**src/rtl/ctrl_pkg.sv**
```systemverilog
`default_nettype none
// ============================================================================
// Module   : ctrl_pkg
// Purpose  : Shared encodings for the multi-cycle control unit.
// Revision : 1.0  initial release
// ============================================================================
package ctrl_pkg;

  localparam logic [2:0] ST_IDLE   = 3'd0;
  localparam logic [2:0] ST_FETCH  = 3'd1;
  localparam logic [2:0] ST_DECODE = 3'd2;
  localparam logic [2:0] ST_EXEC   = 3'd3;
  localparam logic [2:0] ST_MEM    = 3'd4;
  localparam logic [2:0] ST_WB     = 3'd5;
  localparam logic [2:0] ST_HALT   = 3'd6;

  typedef enum logic [2:0] {
    CLS_RTYPE  = 3'd0,
    CLS_IMM    = 3'd1,
    CLS_SHIFT  = 3'd2,
    CLS_LOAD   = 3'd3,
    CLS_STORE  = 3'd4,
    CLS_BRANCH = 3'd5,
    CLS_NONE   = 3'd6
  } op_class_e;

  localparam logic [5:0] OP_RTYPE      = 6'b000000;
  localparam logic [5:0] OP_IMM        = 6'b000001;
  localparam logic [5:0] OP_SHIFT      = 6'b000010;
  localparam logic [5:0] OP_LOAD       = 6'b000011;
  localparam logic [5:0] OP_STORE      = 6'b000100;
  localparam logic [2:0] OP_BRANCH_GRP = 3'b001;

  localparam logic [1:0] ALU_ADD   = 2'b00;
  localparam logic [1:0] ALU_SUB   = 2'b01;
  localparam logic [1:0] ALU_FN_R  = 2'b10;
  localparam logic [1:0] ALU_FN_I  = 2'b11;

  localparam logic [1:0] SRC_REG    = 2'b00;
  localparam logic [1:0] SRC_IMM    = 2'b01;
  localparam logic [1:0] SRC_OFFSET = 2'b10;
  localparam logic [1:0] SRC_SHAMT  = 2'b11;

  function automatic logic is_mem_class(input op_class_e cls);
    return (cls == CLS_LOAD) || (cls == CLS_STORE);
  endfunction

endpackage
`default_nettype wire

```
**src/rtl/op_class_decode.sv**
```systemverilog
`default_nettype none
// ============================================================================
// Module   : op_class_decode
// Purpose  : Combinational opcode/function classifier with illegal/NOP flags.
// Revision : 1.0  initial release
// ============================================================================
module op_class_decode
  import ctrl_pkg::*;
(
  input  logic [5:0]  op,
  input  logic [10:0] fn,
  output op_class_e   op_class,
  output logic        illegal,
  output logic        nop
);

  always_comb begin
    op_class = CLS_NONE;
    illegal  = 1'b0;
    nop      = 1'b0;
    if (op[5:3] == OP_BRANCH_GRP) begin
      op_class = CLS_BRANCH;
    end else begin
      case (op)
        OP_RTYPE: begin
          op_class = CLS_RTYPE;
          // R-type with an all-zero function field retires without writeback
          nop      = (fn == 11'd0);
        end
        OP_IMM:   op_class = CLS_IMM;
        OP_SHIFT: op_class = CLS_SHIFT;
        OP_LOAD:  op_class = CLS_LOAD;
        OP_STORE: op_class = CLS_STORE;
        default:  illegal  = 1'b1;
      endcase
    end
  end

endmodule
`default_nettype wire

```
**src/rtl/multicycle_ctrl.sv**
```systemverilog
`default_nettype none
// ============================================================================
// Module   : multicycle_ctrl
// Purpose  : Sequences one instruction at a time through FETCH..WB and drives
//            the datapath control bus, with halt, illegal-op and mem timeout.
// Revision : 1.0  initial release
// ============================================================================
module multicycle_ctrl
  import ctrl_pkg::*;
#(
  parameter int MEM_TIMEOUT = 15,
  parameter int CNT_W       = 16
) (
  input  logic             clk,
  input  logic             rst,
  input  logic             start,
  input  logic             halt_req,
  input  logic [5:0]       op,
  input  logic [10:0]      fn,
  input  logic             mem_ready,
  output logic             ir_load,
  output logic             pc_write,
  output logic [1:0]       alu_op,
  output logic [1:0]       alu_src,
  output logic             mem_read,
  output logic             mem_write,
  output logic             reg_write,
  output logic             mem_to_reg,
  output logic             branch_instr,
  output logic             busy,
  output logic             halted,
  output logic             err_illegal,
  output logic             err_timeout,
  output logic [CNT_W-1:0] retired
);

  localparam logic [7:0] WAIT_LAST = 8'(MEM_TIMEOUT - 1);

  logic [2:0]       r_state;
  logic [2:0]       w_next_state;
  logic [2:0]       w_after_retire;
  op_class_e        r_class;
  op_class_e        w_dec_class;
  logic             r_nop;
  logic             w_dec_nop;
  logic             w_dec_illegal;
  logic [7:0]       r_wait;
  logic             w_wait_expired;
  logic             w_timeout;
  logic             r_err_illegal;
  logic             r_err_timeout;
  logic [CNT_W-1:0] r_retired;

  op_class_decode u_op_class_decode (
    .op       (op),
    .fn       (fn),
    .op_class (w_dec_class),
    .illegal  (w_dec_illegal),
    .nop      (w_dec_nop)
  );

  assign w_wait_expired = (r_wait == WAIT_LAST);
  assign w_timeout      = (r_state == ST_MEM) && !mem_ready && w_wait_expired;
  assign w_after_retire = halt_req ? ST_HALT : ST_FETCH;

  always_comb begin
    w_next_state = r_state;
    case (r_state)
      ST_IDLE: begin
        if (halt_req)   w_next_state = ST_HALT;
        else if (start) w_next_state = ST_FETCH;
      end
      ST_FETCH:  w_next_state = ST_DECODE;
      ST_DECODE: w_next_state = w_dec_illegal ? ST_HALT : ST_EXEC;
      ST_EXEC: begin
        if (r_class == CLS_BRANCH)      w_next_state = w_after_retire;
        else if (is_mem_class(r_class)) w_next_state = ST_MEM;
        else                            w_next_state = ST_WB;
      end
      ST_MEM: begin
        if (mem_ready)
          w_next_state = (r_class == CLS_LOAD) ? ST_WB : w_after_retire;
        else if (w_wait_expired)
          w_next_state = ST_HALT;
      end
      ST_WB:   w_next_state = w_after_retire;
      ST_HALT: w_next_state = ST_HALT;
      default: w_next_state = ST_IDLE;
    endcase
  end

  always_comb begin
    ir_load      = 1'b0;
    pc_write     = 1'b0;
    alu_op       = ALU_ADD;
    alu_src      = SRC_REG;
    mem_read     = 1'b0;
    mem_write    = 1'b0;
    reg_write    = 1'b0;
    mem_to_reg   = 1'b0;
    branch_instr = 1'b0;
    case (r_state)
      ST_FETCH: ir_load = 1'b1;
      ST_EXEC: begin
        case (r_class)
          CLS_RTYPE: alu_op = ALU_FN_R;
          CLS_IMM: begin
            alu_op  = ALU_FN_I;
            alu_src = SRC_IMM;
          end
          CLS_SHIFT: begin
            alu_op  = ALU_FN_R;
            alu_src = SRC_SHAMT;
          end
          CLS_LOAD, CLS_STORE: alu_src = SRC_OFFSET;
          CLS_BRANCH: begin
            alu_op       = ALU_SUB;
            branch_instr = 1'b1;
            pc_write     = 1'b1;
          end
          default: ;
        endcase
      end
      ST_MEM: begin
        // address computation stays on the bus for the whole access
        alu_src   = SRC_OFFSET;
        mem_read  = (r_class == CLS_LOAD);
        mem_write = (r_class == CLS_STORE);
        pc_write  = (r_class == CLS_STORE) && mem_ready;
      end
      ST_WB: begin
        reg_write  = !r_nop;
        mem_to_reg = (r_class == CLS_LOAD);
        pc_write   = 1'b1;
      end
      default: ;
    endcase
  end

  always_ff @(posedge clk) begin
    if (rst) begin
      r_state       <= ST_IDLE;
      r_class       <= CLS_NONE;
      r_nop         <= 1'b0;
      r_wait        <= 8'd0;
      r_err_illegal <= 1'b0;
      r_err_timeout <= 1'b0;
      r_retired     <= '0;
    end else begin
      r_state <= w_next_state;
      if (r_state == ST_DECODE) begin
        r_class <= w_dec_class;
        r_nop   <= w_dec_nop;
      end
      if ((r_state == ST_MEM) && !mem_ready) r_wait <= r_wait + 8'd1;
      else                                   r_wait <= 8'd0;
      if ((r_state == ST_DECODE) && w_dec_illegal) r_err_illegal <= 1'b1;
      if (w_timeout) r_err_timeout <= 1'b1;
      if (pc_write)  r_retired     <= r_retired + 1'b1;
    end
  end

  assign busy        = (r_state != ST_IDLE) && (r_state != ST_HALT);
  assign halted      = (r_state == ST_HALT);
  assign err_illegal = r_err_illegal;
  assign err_timeout = r_err_timeout;
  assign retired     = r_retired;

endmodule
`default_nettype wire
```
**config.mk**
```make
export PLATFORM = sky130hd
export DESIGN_NAME = multicycle_ctrl
export DESIGN_NICKNAME = d
export VERILOG_FILES = /design/src/rtl/ctrl_pkg.sv /design/src/rtl/op_class_decode.sv /design/src/rtl/multicycle_ctrl.sv
export SDC_FILE = /design/constraint.sdc
export NUM_CORES = 1
export LEC_CHECK = 0
export BUFFER_PORTS_ARGS = -buffer_cell sky130_fd_sc_hd__clkbuf_2
export CORE_MARGIN = 1
export CORE_UTILIZATION = 30
export DETAILED_ROUTE_END_ITERATION = 10
export SYNTH_ARGS = -nofsm -noshare
export SYNTH_HDL_FRONTEND = slang
export SYNTH_HIERARCHICAL = 1
export SYNTH_SLANG_ARGS = --single-unit
```
**constraint.sdc**
```tcl
create_clock -name clk -period 1.7 [get_ports clk]
set_clock_uncertainty 0.15 [all_clocks]
set_input_delay 0.17 -clock clk [delete_from_list [all_inputs] [get_ports clk]]
set_output_delay 0.17 -clock clk [all_outputs]
set_load 0.02 [all_outputs]
```
==> out/qor.yml <==
status: "complete, but fails checks"
violations: "setup timing"
max_freq_ghz: 0.557
syn_avg_cell_area_um2: 8.33
synthCells: 247
p_per_area_mw_per_mm2: 718
finalSetupViolCount: 12
rsz0062_at_grt: "true"
synth_seq_cells: 33
final_common_cell: "clkbuf_2"
hold-worst-slack_ns: 0.0171
netlist_area_mm2: 0.00206
port_buffers: 52
drtPass1Iterations: 6
final_area_mm2: 0.00303
max_stage_delay_ns: 0.35
cp-end-kind: "register"
drt.antenna.violating_nets: 0
wirelength_um: 5300
antenna_found_initial: 0
cap_violations: 0
grt_pass1_vias: 1970
grt_pass1_wl_um: 8990
synth-compound-area-share_pct: 20.4
core_mm2: 0.00649
clock_latency_ns: 0.28
cts_tree: "done"
drive_gt1_share_pct: 47.9
synth_xor_area_share_pct: 2.98
p_leak_nw: 1.25
grt_overflow: 0
die_h_um: 84.8
ir_drop_mv: 0.263
place_area_mm2: 0.00266
area_growth_pct: 47.4
cpLargestDelayFamily: "compound AO/OA/AOI/OAI gates"
dieWidth_um: 84.8
cts_root_buffer: "clkbuf_8"
initial_core_util_pct: 31.7
synth.yosys.warnings: 6
path_clk_slew_ns: 0.07
drc_errors: 0
vias_per_cell: 4.97
cp_data_arrival_time_ns: 1.82
crit_type: "reg -> reg"
place.gp.congestion: 0.874
dieArea_mm2: 0.00719
post-dp-hpwl_um: 3930
clkSinkCount: 33
cpMaxStageDelayCell: "and4bb_4"
cts_made_buffers: 5
yosys.area_share.simple_pct: 30.4
synth_top_family_by_area: "simple AND/OR/NAND/NOR gates"
yosysSeqAreaShare_pct: 32.1
startpoint: "r_class[0]"
synth_cell_types: 50
fillCellCount: 619
synthArstFlopShare_pct: 0
cts_max_level: 2
ctsHoldBuffers: 0
fin_ws_ns: -0.0966
fin_crit_sh_pct: 106
reg2reg_from: "r_class[0]"
io_pins: 53
synthMuxAreaShare_pct: 6.57
relSlewSlack_pct: 76.2
track_usage_pct: 15.6
n_antenna_cell: 0
final_max_slew_viol_count: 0
hold_path_class: "in -> reg"
total_power_w: 0.00218
wl_per_cell_um: 12.8
syn-num-nets: 272
drtIter0Drc: 86
synth-main-ff-cell: "dfxtp_1"
clock_path_buffers: 2
hold_viol: 0
crit_path_max_fanout: 3
synth_edf_count: 0
worst-slew-pin-transition_ns: 0.355
startpoint_type: "register"
num_rows: 29
grt_max_degree: 21
layout_common_cells: "clkbuf_2 (43), buf_4 (39), nor2_1 (31)"
crit_buf_inv: 1
final_nets: 361
hp-start: "op[5]"
crit_chain: "and4bb_4, o21ai_4, buf_6, a2111oi_4, mux2_4"
finalCriticalPeriod_ns: 1.80
yosys.area_share.adder_pct: 1.82
cp_data_required_time_ns: 1.72
vias: 2052
power by group:
part | internal [W] | switching [W]
sequential | 0.000810 | 0.0000296
clock | 0.000426 | 0.000287
combinational | 0.000283 | 0.000342
total | 0.00152 | 0.000659
through the flow:
stage	setup WS, ns	cells	TNS, ns	utilization (%)
detailed placement	-0.112	401	-0.309	41.0
global placement	-0.0668	401	-0.174	41.0
floorplan	-0.105	247	-0.873	-
CTS	-0.101	412	-0.436	45.4
finish	-0.0966	413	-0.397	46.7
global route	-0.153	413	-1.11	46.7
worst paths after layout:
check / endpoint / slack [ns] / depth (start not counted)
min reg2reg: r_wait[0] / 0.32 / 1
max: retired[13] / -0.1 / 5
min: r_class[0] / 0.02 / 4
max reg2reg: retired[13] / -0.1 / 5
cells by family after synthesis:
logic type,Yosys count
flops,33
xor+xnor,7
simple gates,116
fa+ha+maj,3
buf+inv,24
mux,12
compound gates,52
layer usage:
layer | vias to the layer above | wire length, um | part of all wire [%] | track usage (%)
li1 | 1058 | - | - | -
met1 | 953 | 2470 | 47 | 19.4
met2 | 34 | 2550 | 48 | 26.3
met3 | 7 | 203 | 3.8 | 3.54
met4 | 0 | 78 | 1.5 | 6.01
met5 | - | 0 | 0 | 0
synth_stat cells, types with 2 or more instances:
master,count,share of area (%)
nand3_1,12,2.9
a211oi_2,6,3.6
buf_4,2,0.73
buf_6,2,1.1
a21o_1,6,2.2
nor3_2,2,0.97
a211o_1,2,0.85
xnor2_1,2,0.85
and4_1,2,0.85
and3b_1,2,0.85
nor3_1,7,1.7
a31oi_1,2,0.61
and2_1,2,0.61
mux2_2,4,2.2
nand2b_1,3,0.91
a211oi_1,2,0.73
ha_1,3,1.8
buf_2,3,0.73
o21ai_0,6,1.5
mux2_1,8,4.4
a2111oi_4,2,2.7
clkbuf_1,8,1.5
xor2_1,5,2.1
inv_1,9,1.6
a21oi_1,16,3.9
nor2b_1,15,4.6
nand4_1,7,2.1
o22ai_1,2,0.61
nor2_1,31,5.7
dfxtp_1,33,32
nor4_1,3,0.91
and3_1,3,0.91
nand2_1,18,3.3
flip-flops by register name, indices dropped and copies added, names as in the netlist:
| signal | flops |
|---|---|
| err_illegal | 1 |
| err_timeout | 1 |
| r_class | 3 |
| r_nop | 1 |
| r_state | 3 |
| r_wait | 8 |
| retired | 16 |
final cells by class:
| class | instances | area [um^2] | share of cell area [%] |
|---|---|---|---|
| multi-input combinational | 190 | 1420 | 46.8 |
| timing repair buffer | 97 | 698 | 23.0 |
| sequential | 33 | 676 | 22.3 |
| tap | 77 | 96.3 | 3.18 |
| clock buffer | 5 | 68.8 | 2.27 |
| inverter | 9 | 38.8 | 1.28 |
| clock inverter | 2 | 35.0 | 1.16 |
worst register-to-register path, delay by kind of cell, from the launching register on:
kind	cells	cell delay [ns]
compound gates	2	0.39
buf+inv	1	0.14
flops	1	0.32
mux	1	0.34
simple gates	1	0.35
what timing repair did:
item | in CTS | in global routing
pin swaps | 16 | 5
buffers inserted | 5 | 1
endpoints found under the setup margin | 18 | 22
gates resized for setup | 38 | 28
No activity file was read; power rests on OpenSTA's default activity.
